===== src/rtl/dmac_ahb_slv_regs.sv =====
// AHB-lite responder for the DMAC slave register port: channel config/status bank
// with configurable wait states and a two-cycle ERROR response for bad addresses.
module dmac_ahb_slv_regs #(
   parameter int WAIT_STATES = 1,
   parameter int ADDR_W      = 8
) (
   input  logic        hclk,
   input  logic        hrst_n,
   input  logic        s_hsel,
   input  logic [31:0] s_haddr,
   input  logic [1:0]  s_htrans,
   input  logic        s_hwrite,
   input  logic [3:0]  s_hprot,
   input  logic [31:0] s_hwdata,
   output logic [31:0] s_hrdata,
   output logic        s_hready,
   output logic [1:0]  s_hresp,
   input  logic        ch_busy,
   input  logic        ch_done,
   output logic [31:0] cfg_src,
   output logic [31:0] cfg_dst,
   output logic [15:0] cfg_len,
   output logic        ch_start,
   output logic        irq
);

   typedef enum logic [2:0] {S_IDLE, S_WAIT, S_DATA, S_ERR1, S_ERR2} state_t;

   localparam int CW = (WAIT_STATES > 1) ? $clog2(WAIT_STATES) : 1;
   localparam logic [CW-1:0] CNT_LAST = CW'((WAIT_STATES > 0) ? WAIT_STATES - 1 : 0);

   localparam logic [2:0] R_SCR0 = 3'd0, R_SCR1 = 3'd1, R_SRC  = 3'd2, R_DST = 3'd3,
                          R_LEN  = 3'd4, R_CTRL = 3'd5, R_STAT = 3'd6;

   state_t            st, nxt;
   logic [CW-1:0]     cnt;
   logic [2:0]        a_idx;
   logic              a_wr, a_bad;
   logic              accept, dec_bad, commit_wr, rd_phase;
   logic [ADDR_W-1:0] offset;
   logic [31:0]       scratch0, scratch1, rd_mux, hrdata_q;
   logic              int_en, done_flag;
   logic              unused_ok;

   // upper haddr bits, hprot and htrans[0] carry no meaning for this port
   assign unused_ok = &{1'b0, s_hprot, s_haddr[31:ADDR_W], s_htrans[0]};

   assign accept    = s_hsel & s_htrans[1] & s_hready;
   assign offset    = s_haddr[ADDR_W-1:0];
   assign dec_bad   = (s_haddr[1:0] != 2'b00) || (offset >= ADDR_W'(28));
   assign commit_wr = (st == S_DATA) & a_wr;
   assign rd_phase  = (st == S_DATA) & ~a_wr;

   always_ff @(posedge hclk or negedge hrst_n) begin
      if (!hrst_n) begin
         st  <= S_IDLE;
         cnt <= '0;
      end else begin
         st  <= nxt;
         cnt <= (st == S_WAIT) ? cnt + 1'b1 : '0;
      end
   end

   always_comb begin
      nxt = st;
      unique case (st)
         S_WAIT:  if (cnt == CNT_LAST) nxt = a_bad ? S_ERR1 : S_DATA;
         S_ERR1:  nxt = S_ERR2;
         default: begin
            if (!accept)              nxt = S_IDLE;
            else if (WAIT_STATES > 0) nxt = S_WAIT;
            else                      nxt = dec_bad ? S_ERR1 : S_DATA;
         end
      endcase
   end

   always_comb begin
      s_hready = 1'b1;
      s_hresp  = 2'b00;
      unique case (st)
         S_WAIT:  s_hready = 1'b0;
         S_ERR1:  begin s_hready = 1'b0; s_hresp = 2'b01; end
         S_ERR2:  s_hresp = 2'b01;
         default: ;
      endcase
   end

   always_ff @(posedge hclk or negedge hrst_n) begin
      if (!hrst_n) begin
         a_idx <= '0;
         a_wr  <= 1'b0;
         a_bad <= 1'b0;
      end else if (accept) begin
         a_idx <= s_haddr[4:2];
         a_wr  <= s_hwrite;
         a_bad <= dec_bad;
      end
   end

   always_comb begin
      rd_mux = '0;
      unique case (a_idx)
         R_SCR0:  rd_mux = scratch0;
         R_SCR1:  rd_mux = scratch1;
         R_SRC:   rd_mux = cfg_src;
         R_DST:   rd_mux = cfg_dst;
         R_LEN:   rd_mux = {16'h0, cfg_len};
         R_CTRL:  rd_mux = {30'h0, int_en, 1'b0};
         R_STAT:  rd_mux = {30'h0, done_flag, ch_busy};
         default: rd_mux = '0;
      endcase
   end

   // read data is live in the final cycle, then held until the next read ends
   assign s_hrdata = rd_phase ? rd_mux : hrdata_q;

   always_ff @(posedge hclk or negedge hrst_n) begin
      if (!hrst_n) begin
         scratch0  <= '0;
         scratch1  <= '0;
         cfg_src   <= '0;
         cfg_dst   <= '0;
         cfg_len   <= '0;
         int_en    <= 1'b0;
         done_flag <= 1'b0;
         ch_start  <= 1'b0;
         irq       <= 1'b0;
         hrdata_q  <= '0;
      end else begin
         ch_start <= commit_wr && (a_idx == R_CTRL) && s_hwdata[0] && !ch_busy;
         irq      <= done_flag & int_en;
         if (rd_phase) hrdata_q <= rd_mux;
         if (commit_wr) begin
            unique case (a_idx)
               R_SCR0:  scratch0 <= s_hwdata;
               R_SCR1:  scratch1 <= s_hwdata;
               R_SRC:   cfg_src  <= s_hwdata;
               R_DST:   cfg_dst  <= s_hwdata;
               R_LEN:   cfg_len  <= s_hwdata[15:0];
               R_CTRL:  int_en   <= s_hwdata[1];
               default: ;
            endcase
         end
         // a new completion outranks a simultaneous clear
         if (ch_done)
            done_flag <= 1'b1;
         else if (commit_wr && (a_idx == R_STAT) && s_hwdata[1])
            done_flag <= 1'b0;
      end
   end

endmodule


===== config.mk =====
export PLATFORM = sky130hd
export DESIGN_NAME = dmac_ahb_slv_regs
export DESIGN_NICKNAME = d
export VERILOG_FILES = /design/src/rtl/dmac_ahb_slv_regs.sv
export SDC_FILE = /design/constraint.sdc
export NUM_CORES = 1
export LEC_CHECK = 0
export ABC_CLOCK_PERIOD_IN_PS = 1950
export CAP_MARGIN = 5
export CORE_UTILIZATION = 50
export DETAILED_ROUTE_END_ITERATION = 16
export PLACE_DENSITY = 0.79
export REMOVE_ABC_BUFFERS = 1
export SYNTH_ARGS = -nofsm -noshare
export SYNTH_HDL_FRONTEND = slang
export SYNTH_SLANG_ARGS = --single-unit

===== constraint.sdc =====
create_clock -name hclk -period 1.95 [get_ports hclk]
set_input_delay 0.195 -clock hclk [delete_from_list [all_inputs] [get_ports hclk]]
set_output_delay 0.195 -clock hclk [all_outputs]
set_load 0.05 [all_outputs]

==> flow_summary.toml <==
[final_layout]
fillCellCount = 1027
area_growth_syn_to_layout_pct = 41.1
finalNetCount = 805
fin_area_um2 = 11400
n_antenna_cell = 0
final_cells = 958
layout-drive-gt1-share = 0.464

[place]
dp_cells = 908
hpwlAfterDp_mm = 13.7
pre_cts_slack_ns = -0.0491
dpl-instance-area_um2 = 10300
numPortBuffers = 162
gp_congestion = 0.769

[timing]
hold_violations = 0
setup_viol = 32
slew_viol_final = 0
holdWs_ns = 0.251
period_share = 1.24
max_freq_mhz = 413
slew_headroom = 0.620
rsz0062_at_grt = "yes"
fin_crit_ns = 2.42
fin_worst_skew_ns = 0.00584
tightest_slew_ns = 0.569
timing.final.ws_setup_ns = -0.474

[worst_setup_path]
reg2reg_slack_ns = 0.06
cp_cell_sequence = "buf_6 -> mux2_2 -> a222oi_1 -> o21ai_2 -> buf_12"
critical_path.top_delay_family = "compound AO/OA/AOI/OAI gates"
cpMaxStageDelayCell = "dfrtp_2"
critical-path-max-stage-delay_ns = 0.48
cp.arrival_ns = 2.23
timing.critical_path.buf_inv = 2
path_max_fanout = 7
critical_path_required_ns = 1.75
cp-end-kind = "output pin"
worstSetupPathType = "reg -> out"
crit_path_start_kind = "register"

[logic_synthesis]
yosys.cell_types.count = 43
synth_xor_area_frac = 0
synth-seq-area-share = 0.587
synth-simple-area-share = 0.0335
post_synth.cell_area_avg_um2 = 15.2
synth.cell_area_um2 = 8060
yosysTopAreaCell = "dfrtp_1"
synthAdderAreaFrac = 0
yosys_warnings = 0
synth_top_family_by_area = "multiplexers"
synth_top_area_frac = 0.587
synth_seq_cells = 189
synth_compound_area_frac = 0.0708
synth_cells = 531
muxShareOfSynthArea = 0.276
ys_top_cells_by_area = "dfrtp_1, mux2_2, mux4_2"

[floorplanning]
die_x_um = 129
rows = 46
io-pin-count = 193
core_area_um2 = 15800
start_util = 0.509
die_h_um = 129
die_area_um2 = 16600

[routing]
dr.pass1.iters = 5
viasPerCell = 5.73
wl_per_cell_um = 21.3
wl_mm = 20.4
drcViolationCount = 0
vias = 5492
ant_nets = 0
detail_route.iter0.violations = 367

[global_routing]
first_global_vias = 5798
top_usage_layer = "met2"
grt_pass1_wl_mm = 31.8
grt.met2_usage = 0.435
antenna_found_initial = 0
grt-ovfl-total = 0
grt_usage = 0.258
met1_usage = 0.324
grt_max_degree = 57
gr-usage-met3 = 0.0736

[clock_network]
cts-buffers-inserted = 17
clk_path_buf_depth = 2
clock_sinks = 189
h-tree-depth = 4
cts_tree = "done"
clock_latency_ns = 0.43
root_buffer = "clkbuf_16"
clk_pin_slew_ns = 0.07

[power_and_ir_drop]
power_density_nw_per_um2 = 2000
p_leak_nw = 5.08
vdd_drop_max_v = 0.00130

[run_status]
failed_checks = "setup timing"
status = "complete, but fails checks"

[flow_run]
cap_violations = 0

[min_path]
hold_path_class = "in -> async"
flip-flops by register name, summed over array words and instances, names as in the netlist, 3 cells and up:
name and cells:
cfg_dst 32, st 3, scratch0 32, a_idx 3, scratch1 32, cfg_src 32
cfg_len 16, hrdata_q 32
where the power goes:
part / internal, W / switching [W] / total, W
Clock: 0.00200 / 0.00149 / 0.00349
Sequential: 0.00566 / 0.00123 / 0.00689
Combinational: 0.00539 / 0.00695 / 0.0123
Total: 0.0131 / 0.00968 / 0.0227
layer usage:
layer  vias up  share of wire
li1       2396              -
met1      2893           0.41
met2       180           0.52
met3        23          0.059
met4         0          0.016
met5         -              0
final cells by class:
type                    instances  area (µm²)  area share
clock buffers                  20         467      0.0410
clock inverters                12         139      0.0122
inverters                       2        7.51    0.000660
multi-input cells             301        3280       0.288
flip-flops and latches        189        4730       0.416
well taps                     216         270      0.0238
repair buffers                218        2490       0.218
path summary, 6_finish.rpt:
check,from,to,depth (start not counted)
max,a_idx[2],s_hrdata[3],5
min,hrst_n,hrdata_q[6],2
max reg2reg,a_wr,cfg_len[2],7
min reg2reg,cnt,cnt,1
max in group asynchronous,hrst_n,int_en,3
min in group hclk,ch_busy,ch_start,2
cells by family (layout without fill, tap and decap cells):
logic type,after synthesis,count (layout)
other,1,1
DFF,189,189
and+or+nand+nor,48,48
buffers and inverters,41,252
AOI/OAI and AO/OA,70,70
muxes,182,182
cells in the final DEF (no fill, tap or decap), drive strengths merged, types with 2 or more instances in the layout:
master | synthesis | routed
a21o | 2 | 2
mux4 | 16 | 16
o21ai | 17 | 17
a211oi | 2 | 2
or4 | 2 | 2
dfrtp | 189 | 189
buf | 31 | 87
bufinv | 0 | 2
mux2 | 165 | 165
a22o | 30 | 30
a222oi | 14 | 14
nand2 | 20 | 20
nor2b | 2 | 2
inv | 2 | 2
clkinvlp | 0 | 4
and3 | 7 | 7
and2 | 2 | 2
clkbuf | 8 | 23
clkinv | 0 | 6
nor2 | 6 | 6
a21oi | 2 | 2
clkdlybuf4s50 | 0 | 127
nor3 | 3 | 3
what timing repair did:
item	4_1_cts	5_1_grt
resized for setup	49	23
buffers inserted	5	10
setup endpoints to repair	32	73
cloned	0	2
hold buffers	1	0
endpoints found under the hold margin	34	0
pin swaps	12	10
worst reg2reg max path, stage by stage (launching register included):
cell and delay (ns):
dfrtp_1 0.39, buf_4 0.14, buf_4 0.12, and4bb_2 0.28, and2_4 0.20, nand2_4 0.12
buf_12 0.17, mux2_2 0.35
cells in the mapped netlist:
cell type / instances
dfrtp_1: 189
mux2_2: 161
a22o_1: 30
nand2_1: 19
mux4_2: 16
a222oi_1: 14
buf_2: 12
buf_4: 12
o21ai_1: 12
and3_1: 7
clkbuf_1: 7
buf_6: 6
mux2_1: 4
nor2_1: 4
o21ai_2: 4
nor3_1: 3
a211oi_1: 2
a21o_1: 2
a21oi_1: 2
nor2b_1: 2
a2111oi_0: 1
a311oi_1: 1
a32o_1: 1
and2_1: 1
and2_4: 1
and3b_1: 1
and4bb_2: 1
buf_1: 1
clkbuf_2: 1
conb_1: 1
inv_1: 1
inv_2: 1
mux2i_1: 1
nand2_2: 1
nand2b_1: 1
nand3_1: 1
nor2_2: 1
nor2_8: 1
nor3b_1: 1
o21ai_0: 1
or2_2: 1
or4_1: 1
or4_4: 1
stage by stage:
| stage | total power [W] | utilization | setup TNS, ns |
|---|---|---|---|
| 6_report | 0.0227 | 0.719 | -12.05 |
| 5_1_grt | 0.0237 | 0.719 | -14.41 |
| 4_1_cts | 0.0224 | 0.706 | -11.94 |
| 3_5_place_dp | 0.0184 | 0.649 | -0.384 |
| 3_3_place_gp | 0.0180 | 0.649 | -0.328 |
| 2_1_floorplan | 0.0139 | - | -157.81 |
Power figures use the tool's default switching activity.
